$ cat config.mk
export PLATFORM = sky130hd
export DESIGN_NAME = parity_check_arbiter
export DESIGN_NICKNAME = d
export VERILOG_FILES = /design/src/rtl/parity_check_arbiter.sv
export SDC_FILE = /design/constraint.sdc
export NUM_CORES = 1
export LEC_CHECK = 0
export ABC_AREA = 1
export BUFFER_PORTS_ARGS = -buffer_cell sky130_fd_sc_hd__buf_2
export CORE_UTILIZATION = 45
export DETAILED_ROUTE_END_ITERATION = 6
export PLACE_DENSITY = 0.71
export REMOVE_ABC_BUFFERS = 1
export SLEW_MARGIN = 5
export SYNTH_ARGS = -nofsm -noshare
export SYNTH_HDL_FRONTEND = slang
export SYNTH_SLANG_ARGS = --single-unit
$ cat constraint.sdc
create_clock -name clk -period 1.8 [get_ports clk]
set_input_delay 0.09 -clock clk [delete_from_list [all_inputs] [get_ports clk]]
set_output_delay 0.09 -clock clk [all_outputs]
set_load 0.05 [all_outputs]
$ cat src/rtl/parity_check_arbiter.sv
// parity_check_arbiter
//   Two requesters share one even-parity checker. Round-robin arbitration
//   admits at most one word per cycle into a single registered response slot.
//   The slot can be refilled in the same cycle it is drained. A saturating
//   parity-error count is kept per requester.
//
// Ports
//   clk, rst_n                   clock, synchronous active-low reset
//   reqN_valid/ready/data/parity requester N handshake, data word, even-parity bit
//   resp_valid/ready             response slot handshake
//   resp_id, resp_data           owner of the response and the echoed data word
//   resp_error                   1 = odd number of ones over {data, parity}
//   clr_cnt                      synchronous clear of both error counters
//   err_cnt0, err_cnt1           saturating per-requester error counts
module parity_check_arbiter #(
  parameter int DATA_W = 4,
  parameter int CNT_W  = 8
) (
  input  logic              clk,
  input  logic              rst_n,
  input  logic              req0_valid,
  output logic              req0_ready,
  input  logic [DATA_W-1:0] req0_data,
  input  logic              req0_parity,
  input  logic              req1_valid,
  output logic              req1_ready,
  input  logic [DATA_W-1:0] req1_data,
  input  logic              req1_parity,
  output logic              resp_valid,
  input  logic              resp_ready,
  output logic              resp_id,
  output logic [DATA_W-1:0] resp_data,
  output logic              resp_error,
  input  logic              clr_cnt,
  output logic [CNT_W-1:0]  err_cnt0,
  output logic [CNT_W-1:0]  err_cnt1
);

  typedef enum logic {EMPTY = 1'b0, FULL = 1'b1} slot_state_t;

  slot_state_t       state;
  logic              last_grant;
  logic              slot_free;
  logic              grant1;
  logic              accept;
  logic [DATA_W-1:0] sel_data;
  logic              sel_parity;
  logic              sel_error;

  always_comb begin
    slot_free = (state == EMPTY) || resp_ready;

    // On contention, favour whoever was not served last.
    if (req0_valid && req1_valid) begin
      grant1 = ~last_grant;
    end else begin
      grant1 = req1_valid;
    end

    req0_ready = rst_n && slot_free && req0_valid && !grant1;
    req1_ready = rst_n && slot_free && req1_valid &&  grant1;
    accept     = req0_ready || req1_ready;

    sel_data   = grant1 ? req1_data   : req0_data;
    sel_parity = grant1 ? req1_parity : req0_parity;
    sel_error  = ^{sel_data, sel_parity};
  end

  assign resp_valid = (state == FULL);

  always_ff @(posedge clk) begin
    if (!rst_n) begin
      state      <= EMPTY;
      last_grant <= 1'b1;
      resp_id    <= 1'b0;
      resp_data  <= '0;
      resp_error <= 1'b0;
      err_cnt0   <= '0;
      err_cnt1   <= '0;
    end else begin
      // An accept always refills the slot; this covers both the empty case and
      // the drain-and-refill case, so there is no bubble between responses.
      if (accept) begin
        state      <= FULL;
        resp_id    <= grant1;
        resp_data  <= sel_data;
        resp_error <= sel_error;
        last_grant <= grant1;
      end else if (resp_ready) begin
        state <= EMPTY;
      end

      if (clr_cnt) begin
        err_cnt0 <= '0;
        err_cnt1 <= '0;
      end else if (accept && sel_error) begin
        if (grant1) begin
          if (err_cnt1 != '1) err_cnt1 <= err_cnt1 + CNT_W'(1);
        end else begin
          if (err_cnt0 != '1) err_cnt0 <= err_cnt0 + CNT_W'(1);
        end
      end
    end
  end

endmodule

# --- After elaboration in Yosys (flattened, before gate mapping) ---
# Cells that the tools add are included.
totals:
  inputBits: 16
  regBits: 24
classes:
  eq_ne: 2
  add_sub_neg: 2
  bitwise: 4
  muxes: 5
  reduce_logical: 15
ops:
  columns: ["cell", "n"]
  rows:
  - ["8-bit by 1-bit adder with 8-bit output (second input constant)", 2]
  - ["8-bit inequality test (second input constant)", 2]
  - ["1-bit logical AND", 7]
  - ["3-bit AND reduction", 2]
  - ["5-bit XOR reduction", 1]
  - ["1-bit 2-to-1 mux", 4]
  - ["4-bit 2-to-1 mux", 1]
  - ["1-bit NOT", 4]
  - ["1-bit logical OR", 2]
  - ["2-bit nonzero test", 1]
  - ["2-bit OR reduction", 1]
  - ["1-bit zero test", 1]

# --- Longest topological paths before layout ---
# Gate-level depths: netlist of run 1.
logic_depth:
  depth_word: 8
  ltp_mapped: 13
  ltp_nobuf: 12

# --- Worst setup path after synthesis of run 1 ---
# No wires, ideal clock.
synth_path:
  kind: "flip-flop to output port"
  from: "reg state (netlist: resp_valid)"
  to: "out req0_ready"
  path_buffers: 0
  t_arrival_ns: 1.881
  stages_incl_launch_ff: 4
  required_time_ns: 1.710
  path_slack_ns: -0.171
  cell_sequence: "dfxtp_1 nand2_1 nand2_1 nor3b_1"
synth_via:
  elab_chain_len: 5
synth_lines:
  columns: ["element", "line", "source"]
  rows:
  - ["from (decl)", "41", "slot_state_t state;"]
  - ["from (signal assigned)", "73", "state <= EMPTY;"]
  - ["from (signal assigned)", "84", "state <= FULL;"]
  - ["from (signal assigned)", "90", "state <= EMPTY;"]
  - ["1-bit NOT", "51", "slot_free = (state == EMPTY) || resp_ready;"]
  - ["1-bit logical OR", "51", null]
  - ["1-bit logical AND (3 in a row)", "60", "req0_ready = rst_n && slot_free && req0_valid && !grant1;"]
  - ["to (decl)", "22", "output logic req0_ready,"]
# No other way between the ends.

# --- Worst setup path in the final report of run 1 ---
layout_path:
  from: "reg err_cnt0[0]"
  to: "reg err_cnt0[5]"
layout_via:
  elab_chain_len: 2
  elab_cells_between_ends: 3
  cone_classes: "add/sub: 1; eq/ne: 1; reduce/logical: 1"
layout_lines:
  columns: ["element", "line", "source"]
  rows:
  - ["from (decl)", "35", "output logic [CNT_W-1:0] err_cnt0,"]
  - ["from (signal assigned)", "100", "if (err_cnt0 != '1) err_cnt0 <= err_cnt0 + CNT_W'(1);"]
  - ["branches (longest 2 deep; another with 8-bit by 1-bit adder with 8-bit output)", null, null]
# Parallel ways; which one is timed is not known.
# A chain may end at the register's enable or synchronous reset.

==> reports/metrics.cfg, run 1 <==
[timing]
worst-slew-pin-transition_ns = 0.482
fmax_mhz = 592
slew_headroom = 0.679
clock_skew_ns = 0.00738
finalCriticalPeriod_ns = 1.69
hold_viol_final = 0
finalSetupViolations = 0
rsz0062_at_grt = no
drv_slew = 0
timing.final.crit_share = 0.939

[clock_tree]
cts_hold_buf = 0
clock_latency_ns = 0.32
cts_root_buf = clkbuf_4
htreeDepth = 1
clk_pin_slew_ns = 0.13
cts_tree = yes
clockBufferDepth = 2
clock_sinks = 24
cts-buffers-inserted = 3

[synthesis]
synth_cell_types = 25
synth_cells = 194
ys_top_cells_by_area = dfxtp_1, nand2_1, nand4_1
synth_top_area_frac = 0.343
ys_seq_area_frac = 0.343
ys_seq_elements = 24
synth.avg_cell_area_um2 = 7.22
synthesis.area_um2 = 1400
yosysTopAreaCell = dfxtp_1
yosys_warnings = 0

[cells_and_area]
antenna_cells = 0
drive_gt1_frac = 0.293
num-nets-final = 265
fin_util = 0.621
design_area_um2 = 1770
finalNonFillerCells = 277
n_fill_cell = 272
area_growth_pct = 26.6

[setup_path]
cp_max_fo = 6
start_kind = flip-flop
required_ns = 2.06
end_kind = flip-flop
rr_worst_depth = 6
critPathKind = flip-flop to flip-flop
arrival_ns = 1.95

[global_route]
grt_pass1_wl_um = 4860
grt_max_degree = 17
grt_use_total = 0.182
grt_pass1_vias = 1135
grt_overflow = 0
antenna_found_initial = 0

[place]
io_buffers = 40
hpwl_um = 2240
detailed_place.area_um2 = 1640
place_inst = 265
place_congestion = 0.819

[hold_path]
hp-class = input port to flip-flop
hold_path_depth = 2

[die]
coreArea_um2 = 2850
die_x_um = 57.8
ioPinCount = 41
dieArea_um2 = 3340
die_h_um = 57.8
start_util = 0.491
rows = 19

[power_and_ir_drop]
p_sw_mw = 0.434
total_power_mw = 1.24
internal-power_mw = 0.810
power_frac_comb = 0.318
swShare = 0.349
ir_drop_mv = 0.393
clock_power_share = 0.228
power_density_nw_per_um2 = 702
leakagePower_nw = 0.858
sequentialPowerShare = 0.454

[routing]
firstDrtPassIters = 7
totalWireLength_um = 3160
drc = 3
drt_iter0_markers = 45
vias = 1432
wl_per_cell_um = 11.4
viasPerCell = 5.17
ant_nets = 0

[status]
violations = DRC
outcome = finished, violations left

[flow_run]
cap_viol_max_count = 0

-- flip-flops by register name, summed over array words and instances, names as in the netlist --
name and count:
err_cnt0 8, err_cnt1 8, resp_data 4, last_grant 1, resp_error 1, resp_id 1
resp_valid 1
-- per-stage QoR --
stage,setup WS (ns),setup TNS (ns),hold slack [ns]
finish,0.110,0,0.0273
global route,0.0132,0,0.0201
CTS,0.0155,0,0.0270
detailed placement,0.0286,0,0.359
global placement,0.0644,0,0.364
floorplan,-0.171,-0.609,0.174
-- metal layers --
layer | up-vias | part of all wire | wire (um) | global-route usage
li1 | 764 | - | - | -
met1 | 622 | 0.50 | 1570 | 0.261
met2 | 42 | 0.44 | 1390 | 0.284
met3 | 4 | 0.052 | 165 | 0.0402
met4 | 0 | 0.0092 | 29 | 0.0306
met5 | - | 0 | 0 | 0
-- worst max-delay path, cell delays in order, from the launching register on --
cell and delay [ns]:
dfxtp_1 0.38, ha_1 0.26, and3_1 0.23, a31oi_2 0.27, buf_4 0.21, nand4_1 0.13, a21oi_1 0.16
-- cells by family after synthesis --
kind of cell | after synthesis | synth area share
DFF | 24 | 0.343
buffers and inverters | 19 | 0.0679
and+or+nand+nor | 112 | 0.396
xor gates and xnor gates | 12 | 0.0751
adders and majority gates | 2 | 0.0179
AOI/OAI and AO/OA | 25 | 0.100
-- power groups by stage --
| stage | clock, mW | combinational [mW] | sequential, mW |
|---|---|---|---|
| floorplan | 0 | 0.161 | 0.644 |
| global placement | 0 | 0.327 | 0.576 |
| detailed placement | 0 | 0.328 | 0.577 |
| CTS | 0.291 | 0.329 | 0.565 |
| global route | 0.314 | 0.430 | 0.568 |
| finish | 0.284 | 0.395 | 0.565 |
-- cell usage after synthesis, drive strengths merged --
master	number
nand2	61
nand3b	4
dfxtp	24
xor2	7
xnor2	5
ha	2
nand4	16
inv	13
o21ai	5
and3	1
or2	2
nand3	18
a31oi	2
clkbuf	1
a21oi	18
nor3b	1
nor2	9
buf	5
-- area by class of cell --
class / instances / area, um^2 / area share
Inverter: 13 / 48.8 / 0.0275
Timing Repair Buffer: 52 / 290 / 0.164
Multi-Input combinational cell: 153 / 877 / 0.495
Clock buffer: 4 / 36.3 / 0.0205
Sequential cell: 24 / 482 / 0.272
Tap cell: 31 / 38.8 / 0.0219
-- placed cells by master, fill, tap and decap left out, types with 2 or more instances in the layout --
master    count
nand2_1      54
buf_2        40
dfxtp_1      23
a21oi_1      18
nand4_1      16
nand3_1      15
inv_1        13
buf_4        12
nor2_1        8
xor2_1        7
nand2_2       5
xnor2_1       5
nand3b_1      4
o21ai_0       4
nand2_4       3
nand3_4       3
clkbuf_4      3
or2_1         2
ha_1          2
-- path summary, 6_finish.rpt --
kind / startpoint / to / slack [ns]
worst max-delay path: err_cnt0[0]$_SDFFE_PP0P_ / err_cnt0[5]$_SDFFE_PP0P_ / 0.11
worst min-delay path: rst_n / last_grant$_SDFFE_PN1N_ / 0.03
worst max register to register: err_cnt0[0]$_SDFFE_PP0P_ / err_cnt0[5]$_SDFFE_PP0P_ / 0.11
worst min register to register: resp_error$_SDFFE_PN0N_ / resp_error$_SDFFE_PN0N_ / 0.47
-- timing repair --
action                     4_1_cts  5_1_grt
setup buffers                    0        6
resized for setup                0        9
setup endpoints to repair        0       18
(Power assumes the default switching activity.)
==> inputs of run 2 (changes only) <==
--- a/config.mk
+++ b/config.mk
@@ -7,6 +7,7 @@
 export LEC_CHECK = 0
 export ABC_AREA = 1
 export BUFFER_PORTS_ARGS = -buffer_cell sky130_fd_sc_hd__buf_2
+export CORE_MARGIN = 3
 export CORE_UTILIZATION = 45
 export DETAILED_ROUTE_END_ITERATION = 6
 export PLACE_DENSITY = 0.71
==> run 2 against run 1 <==
Against the previous run: the run now ends clean; cell area rose by 0.92%; largest cell class unchanged; cell count did not move; critical path type unchanged; maximum frequency rose by 2.4%.
==> reports/metrics.cfg, run 2 (synthesis gave the netlist of run 1 again) <==
[status]
outcome = completed

[hold_path]
hp-class = input port to flip-flop
worstHoldStart = rst_n

[global_route]
grt_pass1_vias = 1159  ; +2.1%
use_met2 = 0.268  ; -0.0165
met3_usage = 0.0517  ; +0.0115
grt_use_total = 0.166  ; -0.0154
use_met1 = 0.218  ; -0.0433
antenna_found_initial = 0  ; unchanged
grt_pass1_wl_um = 4820  ; -0.84%
grt_overflow = 0  ; unchanged
grt_max_degree = 17  ; unchanged
busiest_layer = met2

[timing]
fmax_mhz = 606  ; +2.4%
finalWorstSetupSlack_ns = 0.149  ; +0.0397 ns
worst-slew-pin-transition_ns = 0.506  ; +0.0246 ns
drv_slew = 0  ; unchanged
fin_setup_tns_ns = 0  ; unchanged
timing.final.crit_share = 0.917  ; -0.0221
finalSetupViolations = 0  ; unchanged
finalCriticalPeriod_ns = 1.65  ; -0.0397 ns
clock_skew_ns = 0.00512  ; -0.00226 ns
slew_headroom = 0.662  ; -0.0164
hold_viol_final = 0  ; unchanged

[setup_path]
cp_max_fo = 12  ; +6
slowest_delay_ns = 0.36  ; -0.02 ns
arrival_ns = 1.90  ; -0.05 ns
required_ns = 2.04  ; -0.02 ns
path_buf_inv = 1  ; unchanged
crit_slowest_cell = dfxtp_2
cp_cell_sequence = nand2_4 -> nand2_8 -> or2_1 -> o21ai_0 -> nand2_1 -> nand3_4 -> buf_4 -> nand4_1 -> a21oi_1
end_kind = flip-flop
critPathKind = flip-flop to flip-flop
cpLargestDelayFamily = simple AND/OR/NAND/NOR gates
r2r_start = last_grant$_SDFFE_PN1N_
crit_start = last_grant$_SDFFE_PN1N_
start_kind = flip-flop

[cells_and_area]
area_growth_pct = 27.8
drive_gt1_frac = 0.293  ; unchanged
final_common_cell = nand2_1
reg.largest.list = err_cnt0 x8, err_cnt1 x8, resp_data x4
antenna_cells = 0  ; unchanged
design_area_um2 = 1790  ; +0.92%
final_cell_mix = nand2_1, buf_2, dfxtp_1
num-nets-final = 266  ; +0.38%

[flow_run]
cap_viol_max_count = 0  ; unchanged

[routing]
ant_nets = 0  ; unchanged
firstDrtPassIters = 4  ; -3
drc = 0  ; -3
vias = 1444  ; +0.84%
drt_iter0_markers = 43  ; -4.4%
wl_per_cell_um = 11.9  ; +3.9%
viasPerCell = 5.21  ; +0.84%
totalWireLength_um = 3290  ; +3.9%

[die]
die_h_um = 61.8  ; +6.9%
dieArea_um2 = 3820  ; +14%
die_x_um = 61.8  ; +6.9%
coreArea_um2 = 2850  ; unchanged
rows = 19  ; unchanged
start_util = 0.491  ; unchanged
ioPinCount = 41  ; unchanged

[clock_tree]
clock_sinks = 24  ; unchanged
cts_hold_buf = 0  ; unchanged
htreeDepth = 1  ; unchanged
cts_root_buf = clkbuf_4
clock_latency_ns = 0.31  ; about the same
clockBufferDepth = 2  ; unchanged
cts_tree = yes
clk_pin_slew_ns = 0.12  ; about the same
cts-buffers-inserted = 3  ; unchanged

[power_and_ir_drop]
ir_drop_mv = 0.612  ; +56%
power_density_nw_per_um2 = 673  ; -4.0%
leakagePower_nw = 0.860  ; +0.27%

[place]
hpwl_um = 2340  ; +4.5%
dp_slack_ns = 0.0305  ; +0.00184 ns
io_buffers = 40  ; unchanged
detailed_place.area_um2 = 1640  ; unchanged
place_congestion = 0.809  ; -1.2%

==> run 2: changes by cell type in the layout (fill, tap and decap cells not counted), sizes merged <==
cell	previous run	this run
buf	52	51
nand2	62	63
==> run 2: final cells by class <==
type,instances,area [um^2]
repair buffers,52,293
fillers,264,1060
well taps,31,38.8
clock buffers,3,22.5
inverters,13,48.8
flip-flops and latches,24,482
multi-input cells,154,905
==> run 2: per-layer routing <==
metal  wire length [um]  part of all wire
met4                 17            0.0052
met1               1620              0.49
met2               1490              0.45
met5                  0                 0
met3                158             0.048
==> run 2: final timing paths <==
check | slack (ns) | cells past startpoint | to
worst max-delay path | 0.15 | 9 | err_cnt1[4]$_SDFFE_PP0P_
worst min-delay path | 0.04 | 2 | last_grant$_SDFFE_PN1N_
worst min register to register | 0.48 | 2 | resp_error$_SDFFE_PN0N_
worst max register to register | 0.15 | 9 | err_cnt1[4]$_SDFFE_PP0P_
==> run 2: report_power, final <==
group          internal (mW)  leakage, nW  total [mW]  switching [mW]
Clock                 0.0783       0.0138       0.229           0.151
Combinational          0.141        0.651       0.410           0.269
Sequential             0.553        0.195       0.565          0.0126
Total                  0.772        0.860        1.20           0.432
==> run 2: repair_timing <==
item,4_1_cts,5_1_grt
resized for setup,0,12
endpoints found under the setup margin,0,18
setup buffers,0,6
==> run 2: stage by stage <==
step	power (mW)	instances	hold WS (ns)	utilization
6_report	1.20	277	0.0410	0.627
5_1_grt	1.26	277	0.0330	0.627
4_1_cts	1.14	268	0.0328	0.582
3_5_place_dp	0.908	265	0.364	0.574
3_3_place_gp	0.906	265	0.365	0.574
2_1_floorplan	0.806	188	0.174	-
==> inputs of run 3 (changes only) <==
--- a/config.mk
+++ b/config.mk
@@ -6,13 +6,14 @@
 export NUM_CORES = 1
 export LEC_CHECK = 0
 export ABC_AREA = 1
+export ABC_CLOCK_PERIOD_IN_PS = 1900
 export BUFFER_PORTS_ARGS = -buffer_cell sky130_fd_sc_hd__buf_2
 export CORE_MARGIN = 3
 export CORE_UTILIZATION = 45
 export DETAILED_ROUTE_END_ITERATION = 6
 export PLACE_DENSITY = 0.71
 export REMOVE_ABC_BUFFERS = 1
-export SLEW_MARGIN = 5
+export SLEW_MARGIN = 30
 export SYNTH_ARGS = -nofsm -noshare
 export SYNTH_HDL_FRONTEND = slang
 export SYNTH_SLANG_ARGS = --single-unit
==> constraint.sdc (replaced) <==
create_clock -name clk -period 1.9 [get_ports clk]
set_input_delay 0.095 -clock clk [delete_from_list [all_inputs] [get_ports clk]]
set_output_delay 0.095 -clock clk [all_outputs]
set_load 0.05 [all_outputs]
==> run 3 against run 2 <==
Against the previous run: clock skew is 0.0054 ns higher; global-route usage is 0.35 points higher; hold slack better by 0.0027 ns; cell area is 5.7% lower; register-to-register slack better by 0.02 ns; sequential power is 5.3% lower; clock-buffer cell count is 1 higher; cell count is 2.5% lower; critical path type unchanged; largest cell class unchanged; largest power group unchanged; highest routed layer unchanged.
==> reports/metrics.cfg, run 3 (synthesis gave the netlist of run 1 again) <==
[power_and_ir_drop]
power_frac_comb = 0.292  ; -0.048
swShare = 0.348  ; -0.0111
internal-power_mw = 0.742  ; -3.9%
power_density_nw_per_um2 = 675  ; +0.18%
clock_power_share = 0.238  ; +0.048
ir_drop_mv = 0.487  ; -20%
leakagePower_nw = 0.821  ; -4.6%
sequentialPowerShare = 0.470  ; about the same
p_sw_mw = 0.396  ; -8.5%

[setup_path]
start_kind = flip-flop
path_buf_inv = 1  ; unchanged
r2r_end = err_cnt1[1]$_SDFFE_PP0P_
r2r_slack_ns = 0.17  ; +0.02 ns
cpLargestDelayFamily = simple AND/OR/NAND/NOR gates
cp_cell_sequence = nand2_4 -> nand2_4 -> inv_1 -> o21ai_0 -> nand2_1 -> nand3_4 -> nand3_2 -> nand2_1 -> a21oi_1
end_kind = flip-flop
arrival_ns = 1.93  ; +0.03 ns
crit_start = last_grant$_SDFFE_PN1N_
critPathKind = flip-flop to flip-flop
crit_slowest_cell = dfxtp_1
rr_worst_depth = 9  ; unchanged
required_ns = 2.10  ; +0.06 ns
slowest_delay_ns = 0.39  ; +0.03 ns
r2r_start = last_grant$_SDFFE_PN1N_
cp_max_fo = 12  ; unchanged

[clock_tree]
htreeDepth = 1  ; unchanged
clk_pin_slew_ns = 0.14  ; +0.02 ns
clock_latency_ns = 0.32  ; about the same
clockBufferDepth = 2  ; unchanged
cts_root_buf = clkbuf_4
clock_sinks = 24  ; unchanged
cts_tree = yes
cts_hold_buf = 0  ; unchanged
cts-buffers-inserted = 3  ; unchanged

[timing]
finalSetupViolations = 0  ; unchanged
drv_slew = 0  ; unchanged
fin_setup_tns_ns = 0  ; unchanged
hold_viol_final = 0  ; unchanged
fmax_mhz = 576  ; -4.9%
timing.final.crit_share = 0.913  ; -0.00390
clock_skew_ns = 0.0106  ; +0.00544 ns
finalWorstSetupSlack_ns = 0.165  ; +0.0157 ns
finalCriticalPeriod_ns = 1.73  ; +0.0843 ns
slew_headroom = 0.668  ; +0.00583
worst-slew-pin-transition_ns = 0.498  ; -0.00873 ns

[routing]
totalWireLength_um = 3190  ; -3.0%
vias = 1410  ; -2.4%
wl_per_cell_um = 11.8  ; -0.53%
viasPerCell = 5.22  ; +0.18%
ant_nets = 0  ; unchanged
drt_iter0_markers = 74  ; +72%
firstDrtPassIters = 4  ; unchanged
drc = 0  ; unchanged

[cells_and_area]
antenna_cells = 0  ; unchanged
final_cell_mix = nand2_1, buf_2, dfxtp_1
area_growth_pct = 20.5
drive_gt1_frac = 0.255  ; -0.0375
reg.largest.list = err_cnt0 x8, err_cnt1 x8, resp_data x4
design_area_um2 = 1690  ; -5.7%
num-nets-final = 258  ; -3.0%
final_common_cell = nand2_1

[hold_path]
hp-class = input port to flip-flop
worstHoldStart = rst_n
hold_path_depth = 2  ; unchanged
whs_endpoint = last_grant$_SDFFE_PN1N_

[die]
ioPinCount = 41  ; unchanged
coreArea_um2 = 2850  ; unchanged
rows = 19  ; unchanged
dieArea_um2 = 3820  ; unchanged
die_h_um = 61.8  ; unchanged
start_util = 0.491  ; unchanged
die_x_um = 61.8  ; unchanged

[global_route]
grt_max_degree = 17  ; unchanged
grt_pass1_wl_um = 4950  ; +2.7%
grt_use_total = 0.170  ; +0.00355
grt_overflow = 0  ; unchanged
grt_pass1_vias = 1110  ; -4.2%
antenna_found_initial = 0  ; unchanged

[place]
hpwl_um = 2410  ; +3.1%
io_buffers = 40  ; unchanged
dp_slack_ns = 0.0727  ; +0.0423 ns
place_congestion = 0.757  ; -6.5%
detailed_place.area_um2 = 1620  ; -0.92%

[flow_run]
cap_viol_max_count = 0  ; unchanged

[status]
outcome = completed

## run 3: cell count changes in the layout (fill, tap and decap cells not counted), sizes merged
| cell | before | now |
|---|---|---|
| nand2 | 63 | 61 |
| nand3 | 19 | 18 |
| buf | 51 | 47 |
## run 3: worst max path at each step
stage,slack (ns),end,cells past startpoint
floorplan,-0.08,req0_ready,3
CTS,0.07,err_cnt1[1]$_SDFFE_PP0P_,9
detailed placement,0.07,err_cnt1[1]$_SDFFE_PP0P_,9
finish,0.17,err_cnt1[1]$_SDFFE_PP0P_,9
global route,-0.002,err_cnt1[5]$_SDFFE_PP0P_,12
global placement,0.13,err_cnt1[4]$_SDFFE_PP0P_,9
## run 3: what timing repair did
action / in CTS / in global routing
endpoints found under the setup margin: 0 / 17
setup buffers: 0 / 3
resized for setup: 0 / 1
## run 3: layer usage
metal  global-route usage  vias to the layer above  share of wire
met1                0.233                      622           0.49
met3               0.0434                        2          0.058
met2                0.274                       36           0.44
met4               0.0273                        0         0.0060
met5                    0                        -              0
li1                     -                      750              -
## run 3: through the flow
stage          power, mW  hold WS, ns  std cells   util
2_1_floorplan      0.763        0.179        188      -
3_3_place_gp       0.855        0.372        263  0.569
3_5_place_dp       0.856        0.360        263  0.569
4_1_cts             1.13       0.0363        267  0.582
5_1_grt             1.19       0.0430        270  0.591
6_report            1.14       0.0437        270  0.591
## run 3: layout make-up
type,instances,area [um^2]
fill,286,1170
multi-input combinational,151,830
sequential,24,480
timing repair buffer,47,253
inverter,13,48.8
tap,31,38.8
clock buffer,4,36.3
## run 3: power groups by stage
stage / Combinational [mW] / Sequential [mW] / Clock (mW)
2_1_floorplan: 0.153 / 0.610 / 0
3_3_place_gp: 0.309 / 0.546 / 0
3_5_place_dp: 0.309 / 0.546 / 0
4_1_cts: 0.311 / 0.535 / 0.282
5_1_grt: 0.364 / 0.537 / 0.292
6_report: 0.332 / 0.535 / 0.271
